`src/rtl/sdpb_pkg.sv`:
```
// ----------------------------------------------------------------------------
// sdpb_pkg
// Shared types for the SDPB pixel packing path.
//   rgb_t        : one 24-bit pixel, {r,g,b}, r in the upper byte
//   wr_state_e   : port-A write burst sequencer states
//   CH_PER_GROUP : channel words written per 16-pixel group (R, G, B)
// ----------------------------------------------------------------------------
package sdpb_pkg;

  typedef struct packed {
    logic [7:0] r;
    logic [7:0] g;
    logic [7:0] b;
  } rgb_t;

  typedef enum logic [1:0] {
    IDLE = 2'd0,
    WR_R = 2'd1,
    WR_G = 2'd2,
    WR_B = 2'd3
  } wr_state_e;

  localparam int CH_PER_GROUP = 3;

endpackage

```
`src/rtl/sdpb_pixel_packer.sv`:
```
// ----------------------------------------------------------------------------
// sdpb_pixel_packer
// Upstream stage of the SDPB double buffer. Collects 16 RGB pixels, splits them
// into three 128-bit channel words (R, G, B) and writes those words to SDPB
// port A on three consecutive cycles. buf_full pulses with the write to the
// last buffer address so the swap logic can flip buffers.
//
// Ports
//   clk         in   single clock (also SDPB clka)
//   resetn      in   asynchronous active-low reset
//   frame_start in   1-cycle pulse: restart at address 0
//   pix_valid   in   pixel beat valid
//   pix_data    in   {R[23:16],G[15:8],B[7:0]}
//   pix_ready   out  beat accepted when pix_valid && pix_ready
//   cea         out  port-A write enable
//   ada         out  port-A write address
//   din         out  port-A write data
//   buf_full    out  1-cycle pulse with the write to ADDRESS_DEPTH-1
//   drop_err    out  sticky: partial group discarded by frame_start
// ----------------------------------------------------------------------------
module sdpb_pixel_packer
  import sdpb_pkg::*;
#(
  parameter int ADDRESS_DEPTH = 120,
  parameter int DATA_WIDTH    = 128
) (
  input  logic                             clk,
  input  logic                             resetn,
  input  logic                             frame_start,
  input  logic                             pix_valid,
  input  logic [23:0]                      pix_data,
  output logic                             pix_ready,
  output logic                             cea,
  output logic [$clog2(ADDRESS_DEPTH)-1:0] ada,
  output logic [DATA_WIDTH-1:0]            din,
  output logic                             buf_full,
  output logic                             drop_err
);

  localparam int PIX_PER_WORD = DATA_WIDTH / 8;
  localparam int ADDR_W       = $clog2(ADDRESS_DEPTH);
  localparam int CNT_W        = $clog2(PIX_PER_WORD);

  localparam logic [CNT_W-1:0]  LAST_PIX    = CNT_W'(PIX_PER_WORD - 1);
  localparam logic [ADDR_W-1:0] PENULT_ADDR = ADDR_W'(ADDRESS_DEPTH - 2);
  localparam logic [ADDR_W-1:0] LAST_BASE   = ADDR_W'(ADDRESS_DEPTH - CH_PER_GROUP);
  localparam logic [ADDR_W-1:0] BASE_STEP   = ADDR_W'(CH_PER_GROUP);

  wr_state_e             r_state;
  logic [CNT_W-1:0]      r_pix_cnt;
  logic [ADDR_W-1:0]     r_base;
  logic [DATA_WIDTH-1:0] r_acc [CH_PER_GROUP];
  logic [DATA_WIDTH-1:0] r_hold_g;
  logic [DATA_WIDTH-1:0] r_hold_b;
  logic                  r_cea;
  logic [ADDR_W-1:0]     r_ada;
  logic [DATA_WIDTH-1:0] r_din;
  logic                  r_buf_full;
  logic                  r_drop_err;

  rgb_t                  w_pix;
  logic [7:0]            w_chan     [CH_PER_GROUP];
  logic [DATA_WIDTH-1:0] w_acc_next [CH_PER_GROUP];
  logic                  w_ready;
  logic                  w_accept;
  logic                  w_group_done;

  assign w_pix     = rgb_t'(pix_data);
  assign w_chan[0] = w_pix.r;
  assign w_chan[1] = w_pix.g;
  assign w_chan[2] = w_pix.b;

  // New samples enter at the top byte and shift down, so after 16 beats
  // pixel 0 sits in the LSB byte.
  generate
    for (genvar gi = 0; gi < CH_PER_GROUP; gi++) begin : g_shift
      assign w_acc_next[gi] = {w_chan[gi], r_acc[gi][DATA_WIDTH-1:8]};
    end
  endgenerate

  // A group completing in WR_R/WR_G would overwrite hold words still queued
  // for the current burst; in WR_B the last hold word is already on din.
  assign w_ready      = !((r_pix_cnt == LAST_PIX) && ((r_state == WR_R) || (r_state == WR_G)));
  assign w_accept     = pix_valid && w_ready;
  // The beat coinciding with frame_start is pixel 0, so it never completes a group.
  assign w_group_done = w_accept && !frame_start && (r_pix_cnt == LAST_PIX);

  always_ff @(posedge clk or negedge resetn) begin
    if (!resetn) begin
      r_state    <= IDLE;
      r_pix_cnt  <= '0;
      r_base     <= '0;
      for (int c = 0; c < CH_PER_GROUP; c++) r_acc[c] <= '0;
      r_hold_g   <= '0;
      r_hold_b   <= '0;
      r_cea      <= 1'b0;
      r_ada      <= '0;
      r_din      <= '0;
      r_buf_full <= 1'b0;
      r_drop_err <= 1'b0;
    end else begin
      r_buf_full <= 1'b0;

      if (w_accept) begin
        for (int c = 0; c < CH_PER_GROUP; c++) r_acc[c] <= w_acc_next[c];
      end

      if (frame_start) begin
        r_pix_cnt <= w_accept ? CNT_W'(1) : '0;
        if (r_pix_cnt != '0) r_drop_err <= 1'b1;
      end else if (w_accept) begin
        r_pix_cnt <= (r_pix_cnt == LAST_PIX) ? '0 : r_pix_cnt + 1'b1;
      end

      // r_base holds the address of the next burst; it advances when a burst
      // is launched, so an in-flight burst keeps its addresses in r_ada.
      if (frame_start) begin
        r_base <= '0;
      end else if (w_group_done) begin
        r_base <= (r_base == LAST_BASE) ? '0 : r_base + BASE_STEP;
      end

      case (r_state)
        IDLE, WR_B: begin
          if (w_group_done) begin
            r_state  <= WR_R;
            r_cea    <= 1'b1;
            r_ada    <= r_base;
            r_din    <= w_acc_next[0];
            r_hold_g <= w_acc_next[1];
            r_hold_b <= w_acc_next[2];
          end else begin
            r_state <= IDLE;
            r_cea   <= 1'b0;
          end
        end
        WR_R: begin
          r_state <= WR_G;
          r_ada   <= r_ada + 1'b1;
          r_din   <= r_hold_g;
        end
        WR_G: begin
          r_state    <= WR_B;
          r_ada      <= r_ada + 1'b1;
          r_din      <= r_hold_b;
          r_buf_full <= (r_ada == PENULT_ADDR);
        end
        default: r_state <= IDLE;
      endcase
    end
  end

  assign pix_ready = w_ready;
  assign cea       = r_cea;
  assign ada       = r_ada;
  assign din       = r_din;
  assign buf_full  = r_buf_full;
  assign drop_err  = r_drop_err;

endmodule

```
`config.mk`:
```
export PLATFORM = sky130hd
export DESIGN_NAME = sdpb_pixel_packer
export DESIGN_NICKNAME = d
export VERILOG_FILES = /design/src/rtl/sdpb_pkg.sv /design/src/rtl/sdpb_pixel_packer.sv
export SDC_FILE = /design/constraint.sdc
export NUM_CORES = 2
export LEC_CHECK = 0
export CORE_UTILIZATION = 50
export CTS_CLUSTER_SIZE = 30
export DETAILED_ROUTE_END_ITERATION = 7
export HOLD_SLACK_MARGIN = 0.03
export MAX_ROUTING_LAYER = met4
export PLACE_DENSITY = 0.72
export SKIP_CTS_REPAIR_TIMING = 1
export SLEW_MARGIN = 10
export SYNTH_ARGS = -nofsm -noshare
export SYNTH_HDL_FRONTEND = slang
export SYNTH_SLANG_ARGS = --single-unit
```
`constraint.sdc`:
```
create_clock -name clk -period 1.9 [get_ports clk]
set_input_delay 0.19 -clock clk [delete_from_list [all_inputs] [get_ports clk]]
set_output_delay 0.19 -clock clk [all_outputs]
set_load 0.03 [all_outputs]
```
==> key figures <==
Drt
  – Routed wire length: 89.3 mm
  – Starting DRT DRC Count: 2104
  – Remaining DRCs: 0
  – Wire per inst: 24.2 µm
  – Post-DR vias/cell: 6.00
  – Routed Antenna Nets: 0
  – Via count: 22151
  – First drt pass iteration count: 6

STA
  – Max-slew violations: 0
  – Final period utilization: 112%
  – Setup TNS: -54.00 ns
  – Final hold vios: 0
  – Worst-case headroom to the max-slew limit: 42.5%
  – Setup WS post-layout: -0.221 ns
  – Final setup skew: 0.0238 ns
  – Worst-margin pin slew: 0.854 ns
  – Min Clock Period, post-route: 2.12 ns
  – F_max: 471 MHz
  – RSZ-0062 raised after global routing: true
  – Final setup violation count: 654

Status
  – Status: complete, but fails checks
  – Failing checks: setup timing

GRT
  – Pin count of the biggest net entering global routing: 90
  – Total grt overflow: 0
  – First-pass GRT wire length: 119 mm
  – Initial antenna violation count: 1
  – Vias in the first global route: 21196
  – All-layer global routing usage: 24.8%

Setup path
  – Arr. time, crit path: 2.67 ns
  – WP data required: 2.45 ns
  – R2R setup slack: -0.22 ns
  – Worst R2R Path Depth: 11
  – Setup crit end: r_hold_g[59]
  – Crit Path Max Fanout: 8
  – CP Launch Type: register
  – Kind of critical path: register to register
  – Worst r2r src: r_pix_cnt[0]
  – CP endpoint kind: register
  – Crit path from: r_pix_cnt[0]
  – Reg2reg end: r_hold_g[59]

CTS
  – Clock root buffer: clkbuf_16
  – CTS tree: done
  – Cts bufs inserted: 76
  – TritonCTS Sinks: 767
  – Skew-Pair Late Insertion Delay: 0.62 ns
  – Clock Path Buffers: 3
  – H-Tree Depth: 3
  – Clk slew on worst S/H paths: 0.06 ns

Finish
  – Post-layout nets: 2892
  – Register area: 0.0192 mm²
  – Post-layout util: 64.7%
  – Layout cell share with drive strength beyond 1: 25.5%
  – Area of the multi-input gates: 0.0109 mm²
  – Final instance area: 0.0390 mm²
  – Synth-to-layout area growth: 28.2%
  – Finished Layout Cells: 3693
  – Fillcell total: 4060

Floorplanning
  – Core region area: 0.0602 mm²
  – Die Wd: 249 µm
  – Die Y: 249 µm
  – Full die area: 0.0618 mm²
  – Initial Utilization: 50.5%
  – I/O Pins: 167
  – Core Rows: 90

Pwr
  – Power Density: 1080 mW/mm²
  – Leakage: 18.6 nW
  – VDD IR-drop max: 0.591 mV

Synth
  – Avg Inst Size Synth: 11.9 µm²
  – Synth area leaders: dfrtp_1 63%, mux2_2 13%, nand2_1 9.6%
  – Register bit count reported by yosys: 767
  – Syn_nets: 2587
  – Netlist Area Pre-Place: 0.0304 mm²
  – Post-synth top area share: 63.1%
  – Mapped Cells: 2551
  – Synth warn: 0
  – Post-synth cell types: 39
  – Largest area contributor in the netlist: dfrtp_1
  – Sequential share of the synthesized area: 63.1%

Worst hold path
  – Type of the worst min-delay path: input pin to asynchronous set/reset pin

Job
  – Max-cap violation count: 0

Placed design
  – DP Wirelength: 48.5 mm
  – Placer congestion estimate: 0.846
  – Dpl cell area: 0.0336 mm²
  – Pre-CTS setup slack: -0.123 ns
  – # port buffers: 166
  – Placed cells: 3442
==> registers in the layout, summed over array words and instances (netlist names) <==
name,cells
r_pix_cnt,4
r_base,7
buf_full,1
cea,1
ada,7
drop_err,1
r_hold_b,128
r_acc,360
din,128
r_state,2
r_hold_g,128
==> cells by family (layout without fill, tap and decap cells) <==
kind of cell	after synthesis	after routing	synth area share (%)
xor+xnor	5	5	0.144
mux	361	361	13.4
fa+ha+maj	8	8	0.329
flops	767	767	63.1
compound gates	284	286	8.03
other cells	0	2	0
simple gates	945	946	11.9
buf+inv	181	536	3.08
==> area by class of cell <==
cell class | instances | area share [%]
sequential | 767 | 49.2
multi-input combinational | 1606 | 28.1
timing repair buffer | 397 | 13.8
clock buffer | 115 | 5.77
tap | 782 | 2.51
clock inverter | 16 | 0.494
inverter | 8 | 0.0770
antenna | 2 | 0.0128
==> stage by stage <==
stage	hold slack (ns)	total power [mW]
after floorplan	-0.106	23.8
after global placement	0.126	25.7
after detailed placement	0.129	26.1
after CTS	-0.526	40.9
after global routing	0.107	43.4
final	0.0851	42.1
==> layer usage <==
layer	part of all wire (%)	up-vias	wire length (µm)	global-route usage, %
met2	51	984	45900	41.6
met5	0	-	0	-
met3	6.4	222	5720	2.86
met1	38	11574	33900	31.2
met4	4.2	0	3730	9.07
li1	-	9371	-	-
==> critical path: stages, from the launching register on <==
cell and delay, ns:
dfrtp_1 0.40, ha_4 0.17, nand4_1 0.13, buf_4 0.19, nor3_4 0.34, buf_6 0.17
buf_12 0.14, buf_12 0.13, buf_16 0.12, buf_12 0.11, nand2_1 0.08, nand2_1 0.08
==> cells in the final DEF (no fill, tap or decap), types with 8 or more instances in the layout <==
cell type / count
o21ai_0: 9
nand2_1: 756
mux2_4: 120
clkinv_2: 8
a22oi_1: 130
a221o_1: 129
buf_12: 54
clkdlybuf4s50_1: 162
clkbuf_8: 18
buf_6: 32
nand2_2: 18
clkbuf_16: 123
buf_4: 70
mux2_2: 240
buf_8: 17
buf_16: 13
dfrtp_1: 767
clkbuf_1: 20
nor2_1: 140
==> where the power goes <==
part	leakage (nW)	switching [mW]	internal [mW]
clock network	1.20	6.22	8.69
logic	7.44	1.50	3.35
registers	9.95	3.15	19.2
==> synthesized netlist by cell type <==
master / n
o21a_1: 1
and3_1: 2
a31oi_1: 1
nand2b_1: 1
mux2i_1: 1
mux2_2: 360
nand2_1: 780
o221ai_1: 1
inv_1: 7
inv_2: 1
nor4_1: 3
xnor2_1: 3
nand4_1: 2
nor3b_1: 1
xor2_1: 2
a311oi_1: 1
ha_1: 8
nand3_1: 3
a221o_1: 129
and2_1: 1
nor3b_2: 1
a22oi_1: 130
buf_6: 12
buf_4: 11
o22a_1: 2
a21o_1: 4
o21ai_0: 9
buf_2: 100
nor3_1: 5
o211ai_1: 1
o31ai_1: 1
dfrtp_1: 767
nor2_1: 140
buf_1: 5
or3_1: 2
nand4b_1: 3
a211o_1: 4
nand3b_1: 1
clkbuf_1: 45
==> how the worst min path moves through the flow <==
stage            from            to  slack, ns  depth (start not counted)
3_5_place_dp   resetn     r_acc[52]       0.13                          1
5_1_grt        resetn    r_acc[187]       0.11                          2
6_report       resetn     r_acc[59]       0.09                          2
4_1_cts        resetn  r_hold_g[51]      -0.53                          1
2_1_floorplan  resetn        ada[0]      -0.11                          0
3_3_place_gp   resetn       din[84]       0.13                          1
(Power assumes the default switching activity.)
